==> src/rtl/pc_redirect_ctrl.sv <==
// pc_redirect_ctrl: picks the next-PC source, drives the PC load/stall controls and IF/ID flushes.
// Interrupt entry/return logic (pend latch, EPC, ISR state) is built only with PCCTRL_IRQ_EN defined.
`ifndef IM_ADDR_BIT
`define IM_ADDR_BIT 10
`endif

module pc_redirect_ctrl #(
  parameter int          ADDR_W     = `IM_ADDR_BIT,
  parameter int          IRQ_N      = 4,
  parameter logic [31:0] VEC_BASE   = 32'h10,
  parameter logic [31:0] VEC_STRIDE = 32'h4
) (
  input  logic              clk,
  input  logic              rst_n,
  input  logic [ADDR_W-1:0] pc,
  input  logic              stall_req,
  input  logic              br_taken,
  input  logic [ADDR_W-1:0] br_target,
  input  logic              jmp,
  input  logic [ADDR_W-1:0] jmp_target,
  input  logic              eret,
  input  logic              halt,
  input  logic [IRQ_N-1:0]  irq_req,
  output logic              pc_en,
  output logic              pc_stall,
  output logic              pc_load,
  output logic [ADDR_W-1:0] pc_new,
  output logic              flush_if,
  output logic              flush_id,
  output logic [IRQ_N-1:0]  irq_ack,
  output logic              in_isr,
  output logic [ADDR_W-1:0] epc
);

`ifdef PCCTRL_IRQ_EN
  typedef enum logic [1:0] {
    ST_RUN  = 2'd0,
    ST_ISR  = 2'd1,
    ST_HALT = 2'd2
  } state_t;
`else
  typedef enum logic [1:0] {
    ST_RUN  = 2'd0,
    ST_HALT = 2'd2
  } state_t;
`endif

  state_t            state_r;
  state_t            state_nxt_s;
  logic              active_s;
  logic              ev_valid_s;
  logic              br_go_s;
  logic              halt_go_s;
  logic              irq_go_s;
  logic              eret_go_s;
  logic              jmp_go_s;
  logic [IRQ_N-1:0]  pick_s;
  logic [IRQ_N-1:0]  ack_s;
  logic [ADDR_W-1:0] vec_addr_s;
  logic [ADDR_W-1:0] ret_addr_s;
  logic              pc_load_s;
  logic              pc_stall_s;
  logic [ADDR_W-1:0] pc_new_s;
  logic              flush_if_s;
  logic              flush_id_s;

`ifdef PCCTRL_IRQ_EN
  logic [IRQ_N-1:0]  pend_r;
  logic [ADDR_W-1:0] epc_r;
  logic              in_isr_r;

  // Isolate the lowest set bit: lower index wins arbitration.
  function automatic logic [IRQ_N-1:0] lowest_one(input logic [IRQ_N-1:0] v);
    lowest_one = v & (~v + IRQ_N'(1));
  endfunction

  function automatic logic [31:0] onehot_idx(input logic [IRQ_N-1:0] oh);
    logic [31:0] r;
    r = 32'd0;
    for (int i = 0; i < IRQ_N; i++) begin
      r = r | (oh[i] ? 32'(i) : 32'd0);
    end
    onehot_idx = r;
  endfunction

  // Vector address of the winning pending request and the saved return address
  always_comb begin
    pick_s     = lowest_one(pend_r);
    vec_addr_s = ADDR_W'(VEC_BASE + onehot_idx(pick_s) * VEC_STRIDE);
    ret_addr_s = epc_r;
  end

  // Pending latch, exception PC and ISR flag; everything frozen once halted
  always_ff @(posedge clk) begin
    if (!rst_n) begin
      pend_r   <= {IRQ_N{1'b0}};
      epc_r    <= {ADDR_W{1'b0}};
      in_isr_r <= 1'b0;
    end else begin
      if (active_s) begin
        pend_r <= (pend_r | irq_req) & ~ack_s;
      end else begin
        pend_r <= pend_r;
      end
      if (halt_go_s) begin
        epc_r <= {ADDR_W{1'b0}};
      end else if (irq_go_s) begin
        epc_r <= pc;
      end else begin
        epc_r <= epc_r;
      end
      in_isr_r <= (state_nxt_s == ST_ISR);
    end
  end

  assign irq_ack = ack_s;
  assign in_isr  = in_isr_r;
  assign epc     = epc_r;
`else
  logic unused_s;

  // No interrupt hardware: vector and return paths are tied off
  always_comb begin
    pick_s     = {IRQ_N{1'b0}};
    vec_addr_s = {ADDR_W{1'b0}};
    ret_addr_s = {ADDR_W{1'b0}};
  end

  assign unused_s = ^{irq_req, eret, pc, ack_s};
  assign irq_ack  = {IRQ_N{1'b0}};
  assign in_isr   = 1'b0;
  assign epc      = {ADDR_W{1'b0}};
`endif

  // Qualify each candidate redirect in priority order
  always_comb begin
    active_s   = (state_r != ST_HALT);
    ev_valid_s = !stall_req && !br_taken;
    br_go_s    = active_s && br_taken;
    halt_go_s  = active_s && ev_valid_s && halt;
`ifdef PCCTRL_IRQ_EN
    irq_go_s   = (state_r == ST_RUN) && ev_valid_s && !halt &&
                 (pend_r != {IRQ_N{1'b0}}) && !jmp && !eret;
    eret_go_s  = (state_r == ST_ISR) && ev_valid_s && !halt && eret;
`else
    irq_go_s   = 1'b0;
    eret_go_s  = 1'b0;
`endif
    jmp_go_s   = active_s && ev_valid_s && !halt && !irq_go_s && !eret_go_s && jmp;
  end

  // FSM state register
  always_ff @(posedge clk) begin
    if (!rst_n) begin
      state_r <= ST_RUN;
    end else begin
      state_r <= state_nxt_s;
    end
  end

  // FSM next-state logic; HALT is left only through reset
  always_comb begin
    state_nxt_s = state_r;
    case (state_r)
      ST_RUN: begin
        if (halt_go_s) begin
          state_nxt_s = ST_HALT;
        end else if (irq_go_s) begin
`ifdef PCCTRL_IRQ_EN
          state_nxt_s = ST_ISR;
`else
          state_nxt_s = ST_RUN;
`endif
        end else begin
          state_nxt_s = ST_RUN;
        end
      end
`ifdef PCCTRL_IRQ_EN
      ST_ISR: begin
        if (halt_go_s) begin
          state_nxt_s = ST_HALT;
        end else if (eret_go_s) begin
          state_nxt_s = ST_RUN;
        end else begin
          state_nxt_s = ST_ISR;
        end
      end
`endif
      ST_HALT: state_nxt_s = ST_HALT;
      default: state_nxt_s = ST_RUN;
    endcase
  end

  // FSM outputs: PC controls and flushes; a load always overrides the stall
  always_comb begin
    pc_load_s  = 1'b0;
    pc_new_s   = {ADDR_W{1'b0}};
    pc_stall_s = 1'b0;
    flush_if_s = 1'b0;
    flush_id_s = 1'b0;
    ack_s      = {IRQ_N{1'b0}};
    if (br_go_s) begin
      pc_load_s  = 1'b1;
      pc_new_s   = br_target;
      flush_if_s = 1'b1;
      flush_id_s = 1'b1;
    end else if (halt_go_s) begin
      pc_load_s  = 1'b0;
    end else if (irq_go_s) begin
      pc_load_s  = 1'b1;
      pc_new_s   = vec_addr_s;
      flush_if_s = 1'b1;
      ack_s      = pick_s;
    end else if (eret_go_s) begin
      pc_load_s  = 1'b1;
      pc_new_s   = ret_addr_s;
      flush_if_s = 1'b1;
    end else if (jmp_go_s) begin
      pc_load_s  = 1'b1;
      pc_new_s   = jmp_target;
      flush_if_s = 1'b1;
    end else begin
      pc_stall_s = active_s && stall_req;
    end
  end

  assign pc_en    = active_s;
  assign pc_load  = pc_load_s;
  assign pc_new   = pc_new_s;
  assign pc_stall = pc_stall_s;
  assign flush_if = flush_if_s;
  assign flush_id = flush_id_s;

endmodule

==> config.mk <==
export PLATFORM = sky130hd
export DESIGN_NAME = pc_redirect_ctrl
export DESIGN_NICKNAME = d
export VERILOG_FILES = /design/src/rtl/pc_redirect_ctrl.sv
export SDC_FILE = /design/constraint.sdc
export NUM_CORES = 1
export LEC_CHECK = 0
export ABC_AREA = 1
export CAP_MARGIN = 20
export CORE_UTILIZATION = 20
export CTS_BUF_LIST = sky130_fd_sc_hd__clkbuf_4 sky130_fd_sc_hd__clkbuf_8
export DETAILED_ROUTE_END_ITERATION = 10
export GPL_TIMING_DRIVEN = 1
export PLACE_DENSITY_LB_ADDON = 0.2
export SYNTH_ARGS = -nofsm -noshare
export SYNTH_HDL_FRONTEND = slang
export SYNTH_SLANG_ARGS = --single-unit
==> constraint.sdc <==
create_clock -name clk -period 1 [get_ports clk]
set_input_delay 0.2 -clock clk [delete_from_list [all_inputs] [get_ports clk]]
set_output_delay 0.2 -clock clk [all_outputs]
set_load 0.005 [all_outputs]
=== Word-level counts from Yosys, hierarchy flattened ===
Cells that the tools add are included.
W data, S select, Z words.

* Register bits: 2
* Output and inout bits: 30
* Input port bits: 41

* Equal/unequal tests: 2
* Reductions and logical operators: 11
* Multiplexer cells: 12

{| class="wikitable"
|+ Operator list
! cell !! count
|-
| $mux W10 || 3
|-
| $logic_and A1 B1 Y1 || 7
|-
| $mux W1 || 7
|-
| $pmux W2 S2 || 1
|-
| $logic_not A1 Y1 || 3
|-
| $eq A2 B2 Y1 const B || 1
|-
| $logic_not A2 Y1 || 1
|-
| $mux W2 || 1
|-
| $ne A2 B2 Y1 const B || 1
|}

=== Longest topological paths before layout ===
Gate-level depths: netlist (run 1).

* Depth in word-level cells: 8
* Depth in mapped cells: 5
* Mapped depth without buffers: 4

=== Least setup slack after synthesis (run 1) ===
OpenSTA, ideal clock, no wires.

* Path kind: reg2out
* Start point: register state_r[1]
* End point: output port pc_load
* Cell stages (with the launch flop): 5
* Arrival time: 0.821 ns
* Setup slack: -0.021 ns
* Buffers on the path: 1
* Path through: dfxtp_1 -> nor2_1 -> nand3_1 -> o21ai_0 -> buf_4

* Longest elaborated chain between the ends: 7
* Elaborated cells on any way between the ends: 9
* Those cells by class: 1 x eq/ne; 3 x mux; 5 x reduce/logical

{| class="wikitable"
|+ RTL lines
! what !! line !! RTL
|-
| start: declaration || 48 || <nowiki>state_t state_r;</nowiki>
|-
| start signal: assignment || 157 || <nowiki>state_r <= state_nxt_s;</nowiki>
|-
| $ne A2 B2 Y1 * || 137 || <nowiki>active_s = (state_r != ST_HALT);</nowiki>
|-
| $logic_and A1 B1 Y1 || 140, 149 ||
|-
| $logic_and A1 B1 Y1 (2 in series) || 149 || <nowiki>jmp_go_s = active_s && ev_valid_s && !halt && !irq_go_s && !eret_go_s && jmp;</nowiki>
|-
| $mux W1 (2 in series) || n/a ||
|-
| $mux W1 * || n/a ||
|-
| end: declaration || 26 || <nowiki>output logic pc_load,</nowiki>
|}

Every way passes the cells marked *; elsewhere a longest branch is shown, timed or not.

=== Final worst setup path (run 1) ===
* Start point: input port br_taken
* End point: output port pc_new[8]

* Longest elaborated chain between the ends: 8
* Elaborated cells on any way between the ends: 10
* Those cells by class: 3 x mux; 7 x reduce/logical

{| class="wikitable"
|+ RTL lines
! what !! line !! RTL
|-
| start: declaration || 17 || <nowiki>input logic br_taken,</nowiki>
|-
| $logic_not A1 Y1 || 138 || <nowiki>ev_valid_s = !stall_req && !br_taken;</nowiki>
|-
| $logic_and A1 B1 Y1 || 138 ||
|-
| $logic_and A1 B1 Y1 || 140, 149 ||
|-
| $logic_and A1 B1 Y1 (2 in series) || 149 ||
|-
| $mux W10 || 218 || <nowiki>end else if (jmp_go_s) begin</nowiki>
|-
| $mux W10 || 207 || <nowiki>end else if (halt_go_s) begin</nowiki>
|-
| $mux W10 * || 202 || <nowiki>if (br_go_s) begin</nowiki>
|-
| end: declaration || 27 || <nowiki>output logic [ADDR_W-1:0] pc_new,</nowiki>
|}

Marks and branches as above.

==> results of run 1 <==
[worst max-delay path by stage]
stage	endpoint	start	slack, ps
2_1_floorplan	pc_load	state_r[1]$_SDFF_PN0_	6
3_3_place_gp	pc_new[8]	br_taken	-850
3_5_place_dp	pc_new[8]	br_taken	-890
4_1_cts	pc_new[8]	stall_req	-160
5_1_grt	pc_new[8]	br_taken	-230
6_report	pc_new[8]	br_taken	-170
[synth_stat cells (all sizes together)]
master	n
buf	20
inv	2
dfxtp	1
nor2	4
o21ai	1
nand3	1
a21boi	1
nand2	22
nand4	10
conb	1
[cells in the final DEF (no fill, tap or decap)]
| cell | Yosys | routed |
|---|---|---|
| a21boi_1 | 0 | 1 |
| buf_2 | 0 | 13 |
| buf_4 | 16 | 4 |
| buf_6 | 4 | 21 |
| buf_8 | 0 | 1 |
| clkdlybuf4s15_1 | 0 | 1 |
| clkdlybuf4s50_1 | 0 | 17 |
| conb_1 | 1 | 15 |
| dfxtp_4 | 0 | 1 |
| dlygate4sd2_1 | 0 | 3 |
| dlymetal6s2s_1 | 0 | 1 |
| inv_2 | 1 | 2 |
| nand2_1 | 22 | 20 |
| nand2_2 | 0 | 1 |
| nand2_4 | 0 | 1 |
| nand3_1 | 1 | 1 |
| nand4_1 | 10 | 10 |
| nor2_1 | 2 | 1 |
| nor2_4 | 0 | 3 |
| o21ai_2 | 0 | 1 |
[tightest hold or removal path: stages]
cell and delay [ps]:
buf_6 100, nand2_1 50, a21boi_1 60
[power groups by stage]
stage	Clock [mW]	Sequential [mW]	Combinational (mW)
after floorplan	0	0.0451	0.147
after global placement	0	0.0451	0.305
after detailed placement	0	0.0450	0.306
after CTS	0	0.0443	0.344
after global routing	0	0.0458	0.391
final	0	0.0455	0.358
[per-layer routing]
metal / up-vias / wire length (um) / global-route usage / share of wire
met5: - / 0 / 0 / 0
met4: 0 / 0 / 0.00606 / 0
met3: 0 / 142 / 0.0238 / 0.096
met2: 31 / 798 / 0.263 / 0.54
met1: 241 / 534 / 0.155 / 0.36
li1: 284 / - / - / -
[layout make-up]
type                       count  area (sq um)  area share
sequential                     1          23.8      0.0265
tap                           25          31.3      0.0348
multi-input combinational     54           270       0.301
timing repair buffer          61           566       0.630
inverter                       2          7.51     0.00836
[repair_timing]
| item | CTS | global route |
|---|---|---|
| resized for setup | 105 | 12 |
| pin swaps | 17 | 19 |
| hold endpoints to repair | 0 | 0 |
| hold buffers | 0 | 0 |
| setup endpoints to repair | 16 | 16 |
| setup buffers | 12 | 2 |
[stage by stage]
step	hold WS (ps)	setup TNS (ps)
2_1_floorplan	352	0
3_3_place_gp	736	-11730
3_5_place_dp	736	-12030
4_1_cts	458	-1340
5_1_grt	472	-2080
6_report	457	-1430
[cells by family (layout without fill, tap and decap cells)]
group                  count (synthesis)  after routing  synth area share
AO/OA/AOI/OAI                          2              2            0.0330
flip-flops                             1              1            0.0528
buffers and inverters                 22             63             0.455
AND/OR/NAND/NOR                       37             37             0.449
other                                  1             15           0.00989
==> results.json, run 1 <==
{
  "drtPass1Iterations": 2,
  "crit_path_max_fanout": 3,
  "timing.critical_path.required_ps": 800,
  "grt_pass1_vias": 493,
  "drc_errors": 0,
  "hold_end": "state_r[1]$_SDFF_PN0_",
  "initialDrtViolationCount": 3,
  "post-route-worst-setup-slack_ps": -171,
  "power.ir.vdd_worst_mv": 0.300,
  "routed_wirelength_um": 1470,
  "power.density_nw_per_um2": 449,
  "antenna_cells": 0,
  "dpl_cells": 132,
  "syn-instance-count": 63,
  "final_util": 0.515,
  "r2r_setup_slack_ps": 190,
  "clock_transition_at_the_registers_of_the_reported_paths_ps": 0,
  "setup.worst_path.start_class": "primary input",
  "area_growth_pct": 137,
  "clk-insertion-delay-late_ps": 0,
  "cp_top_family": "buffers and inverters",
  "global_route_wire_length_before_repair_um": 2130,
  "top_register": "state_r",
  "critical_path_arrival_ps": 970,
  "crit_slowest_cell": "nor2_4",
  "power.switching_uw": 136,
  "routedWlPerCell_um": 10.3,
  "fillers": 185,
  "die_x_um": 45.5,
  "core_region_area_sq_um": 1750,
  "path_buf_inv": 5,
  "final-max-slew-violation-count": 0,
  "postPlaceCellArea_sq_um": 776,
  "route.antenna.remaining_nets": 0,
  "overflow": 0,
  "finalCritPeriodShare": 1.17,
  "power_frac_seq": 0.113,
  "synth_warnings": 0,
  "die_area_sq_um": 2070,
  "failed_checks": "negative setup slack",
  "finalWeightedCongestion": 0.669,
  "post-synth-top-area-fraction": 0.317,
  "pwr-share-comb": 0.887,
  "rr_endpoint": "state_r[1]$_SDFF_PN0_",
  "switching_share": 0.338,
  "place.detailed.hpwl_um": 1000,
  "biggest_cell_delay_along_the_critical_path_ps": 120,
  "cp.depth": 8,
  "setup_viol": 14,
  "hp-class": "in2reg",
  "synth-seq-cells": 1,
  "number_of_flip_flops_in_the_largest_register": 1,
  "max_cap_violations": 0,
  "largest_registers": "state_r (1)",
  "drive_gt1_frac": 0.407,
  "via_count": 556,
  "timing.critical_path.cells": "buf_8 -> nor2_4 -> buf_6 -> buf_6 -> buf_6 -> nand4_1 -> nand2_1 -> buf_2",
  "timing.reg2reg.worst_path_depth": 4,
  "pwr-share-clk": 0,
  "chipHeight_um": 45.5,
  "grt_util_all_layers": 0.134,
  "design_power_total_uw": 403,
  "synth_top_cells_by_area": "buf_4, nand2_1, nand4_1",
  "nets": 161,
  "hold_startpoint": "halt",
  "rsz0062_at_grt": "true",
  "critical_path.most_common_cell": "buf_6",
  "timing.critical_path.to_type": "primary output",
  "pin_count_of_the_biggest_net_entering_global_routing": 8,
  "design.portCount": 71,
  "buffer_ports.inserted": 40,
  "synth-seq-area-share": 0.0528,
  "final_period_minus_worst_setup_slack_ps": 1170,
  "yosys.cell_types.count": 13,
  "power_leakage_nw": 0.489,
  "floorplan.initialDensity": 0.217,
  "preCtsSetupSlack_ps": -887,
  "antenna_violations_before_repair": 0,
  "routed_via_density": 3.89,
  "hold_path_depth": 3,
  "finish.instance_area_sq_um": 898,
  "worst_skew_ps": 0,
  "crit_path_kind": "in2out",
  "internal_power_uw": 267,
  "fmax_ghz": 0.854,
  "outcome": "finished with violations",
  "syn_avg_cell_area_sq_um": 6.02,
  "number_of_standard_cells_in_the_layout_taps_in_and_fillers_out": 143,
  "yosys.area.top_type": "buf_4",
  "rr_startpoint": "state_r[1]$_SDFF_PN0_",
  "num_rows": 15,
  "syn_area_sq_um": 379,
  "timing_hold_violations_final": 0
}
No activity file was read; power rests on OpenSTA's default activity.
==> run 2, diff against run 1 <==
PLACE_DENSITY = 0.89   (was default)
PLACE_DENSITY_LB_ADDON = default   (was 0.2)
==> results.json, run 2 (synthesized netlist as in run 1, its figures left out) <==
{
  "outcome": "finished with violations",
  "failed_checks": "negative setup slack",
  "global_route_wire_length_before_repair_um": 2130,
  "overflow": 0,
  "final_period_minus_worst_setup_slack_ps": 1210,
  "hold_startpoint": "halt",
  "grt_util_all_layers": 0.133,
  "grt_pass1_vias": 526,
  "timing.critical_path.cells": "nor2_4 -> buf_6 -> buf_6 -> buf_6 -> nand4_1 -> nand2_1 -> buf_2",
  "preCtsSetupSlack_ps": -890,
  "rr_startpoint": "state_r[1]$_SDFF_PN0_",
  "largest_registers": "state_r (1)",
  "max_cap_violations": 0,
  "final-max-slew-violation-count": 0,
  "design_power_total_uw": 390,
  "via_count": 570,
  "drtPass1Iterations": 2,
  "chipHeight_um": 45.5,
  "finalWeightedCongestion": 0.664,
  "crit_path_max_fanout": 3,
  "antenna_violations_before_repair": 0,
  "drc_errors": 0,
  "power.density_nw_per_um2": 447,
  "clock_transition_at_the_registers_of_the_reported_paths_ps": 0,
  "rsz0062_at_grt": "true",
  "critical_path_arrival_ps": 1010,
  "drive_gt1_frac": 0.402,
  "critical_path.most_common_cell": "buf_6",
  "initialDrtViolationCount": 1,
  "r2r_setup_slack_ps": 70,
  "power_leakage_nw": 0.500,
  "antenna_cells": 0,
  "area_growth_pct": 130,
  "setup.worst_path.start_class": "register",
  "final_util": 0.500,
  "routedWlPerCell_um": 10.3,
  "layout.cells.most_common_list": "nand2_1, conb_1, buf_2",
  "biggest_cell_delay_along_the_critical_path_ps": 340,
  "finish.instance_area_sq_um": 872,
  "top_register": "state_r",
  "ff_latch_area_sq_um": 23.8,
  "worst_skew_ps": 0,
  "nets": 160,
  "hold_end": "state_r[1]$_SDFF_PN0_",
  "crit_slowest_cell": "dfxtp_4",
  "clk-insertion-delay-late_ps": 0,
  "die_x_um": 45.5,
  "timing.critical_path.to_type": "primary output",
  "design.portCount": 71,
  "postPlaceCellArea_sq_um": 776,
  "fillers": 183,
  "fmax_ghz": 0.825,
  "fin_tns_setup_ps": -1520,
  "post-route-worst-setup-slack_ps": -212,
  "cts_hold_buffers": 0,
  "timing.reg2reg.worst_path_depth": 5,
  "number_of_flip_flops_in_the_largest_register": 1,
  "area_of_combinational_cells_with_multiple_inputs_sq_um": 265,
  "routed_wirelength_um": 1460,
  "route.antenna.remaining_nets": 0,
  "num_rows": 15,
  "die_area_sq_um": 2070,
  "setup_viol": 14,
  "rr_endpoint": "state_r[1]$_SDFF_PN0_",
  "timing.critical_path.required_ps": 800,
  "hp-class": "in2reg",
  "power.ir.vdd_worst_mv": 0.316,
  "place.detailed.hpwl_um": 1070,
  "pin_count_of_the_biggest_net_entering_global_routing": 7,
  "routed_via_density": 4.01,
  "core_region_area_sq_um": 1750,
  "layout.cells.most_common": "nand2_1",
  "buffer_ports.inserted": 40,
  "hold_path_depth": 3,
  "timing_hold_violations_final": 0,
  "floorplan.initialDensity": 0.217,
  "crit_path_kind": "reg2out",
  "finalCritPeriodShare": 1.21
}
==> run 2: cell count changes in the layout (fill, tap and decap cells not counted), moves of 2 or more <==
cell | before | now
clkdlybuf4s50_1 | 17 | 13
buf_2 | 13 | 15
buf_4 | 4 | 8
dlymetal6s2s_1 | 1 | 4
dlygate4sd2_1 | 3 | 5
buf_6 | 21 | 14
inv_2 | 2 | 0
==> run 2: area by class of cell <==
type                            instances  area share
Inverter                                2      0.0172
Multi-Input combinational cell         54       0.304
Sequential cell                         1      0.0273
Tap cell                               25      0.0359
Timing Repair Buffer                   60       0.615
==> run 2: power by group <==
group	total [mW]	switching [mW]	internal (mW)
Sequential	0.0457	0.00386	0.0419
Combinational	0.344	0.132	0.212
Clock	0	0	0
Total	0.390	0.136	0.254
==> run 2: layer usage <==
metal | routed length, um | part of all wire | vias up | global-route usage
li1 | - | - | 282 | -
met1 | 491 | 0.34 | 250 | 0.132
met2 | 805 | 0.55 | 38 | 0.289
met3 | 161 | 0.11 | 0 | 0.0238
met4 | 0 | 0 | 0 | 0
met5 | 0 | 0 | - | 0
==> run 2: how the worst max path moves through the flow <==
stage	depth (start not counted)	startpoint	slack (ps)	endpoint
CTS	7	state_r[1]$_SDFF_PN0_	-190	pc_new[2]
global route	7	state_r[1]$_SDFF_PN0_	-260	pc_new[5]
global placement	6	br_taken	-870	pc_new[3]
finish	7	state_r[1]$_SDFF_PN0_	-210	pc_new[2]
detailed placement	6	br_taken	-890	pc_new[2]
floorplan	4	state_r[1]$_SDFF_PN0_	6	pc_load
==> run 2: metrics by stage <==
stage / hold WS [ps] / std cells
3_3_place_gp: 724 / 132
6_report: 458 / 142
5_1_grt: 474 / 142
4_1_cts: 462 / 141
2_1_floorplan: 352 / 77
3_5_place_dp: 742 / 132
==> run 2: critical path: cells and delay by family, from the launching register on <==
kind                   cells  cell delay (ps)
buffers and inverters      4              410
DFF                        1              340
and+or+nand+nor            3              260
==> run 2: timing repair <==
action / in CTS / in global routing
pin swaps: 20 / 16
endpoints found under the hold margin: 0 / 0
gates resized for setup: 108 / 6
setup buffers: 9 / 2
endpoints found under the setup margin: 16 / 14
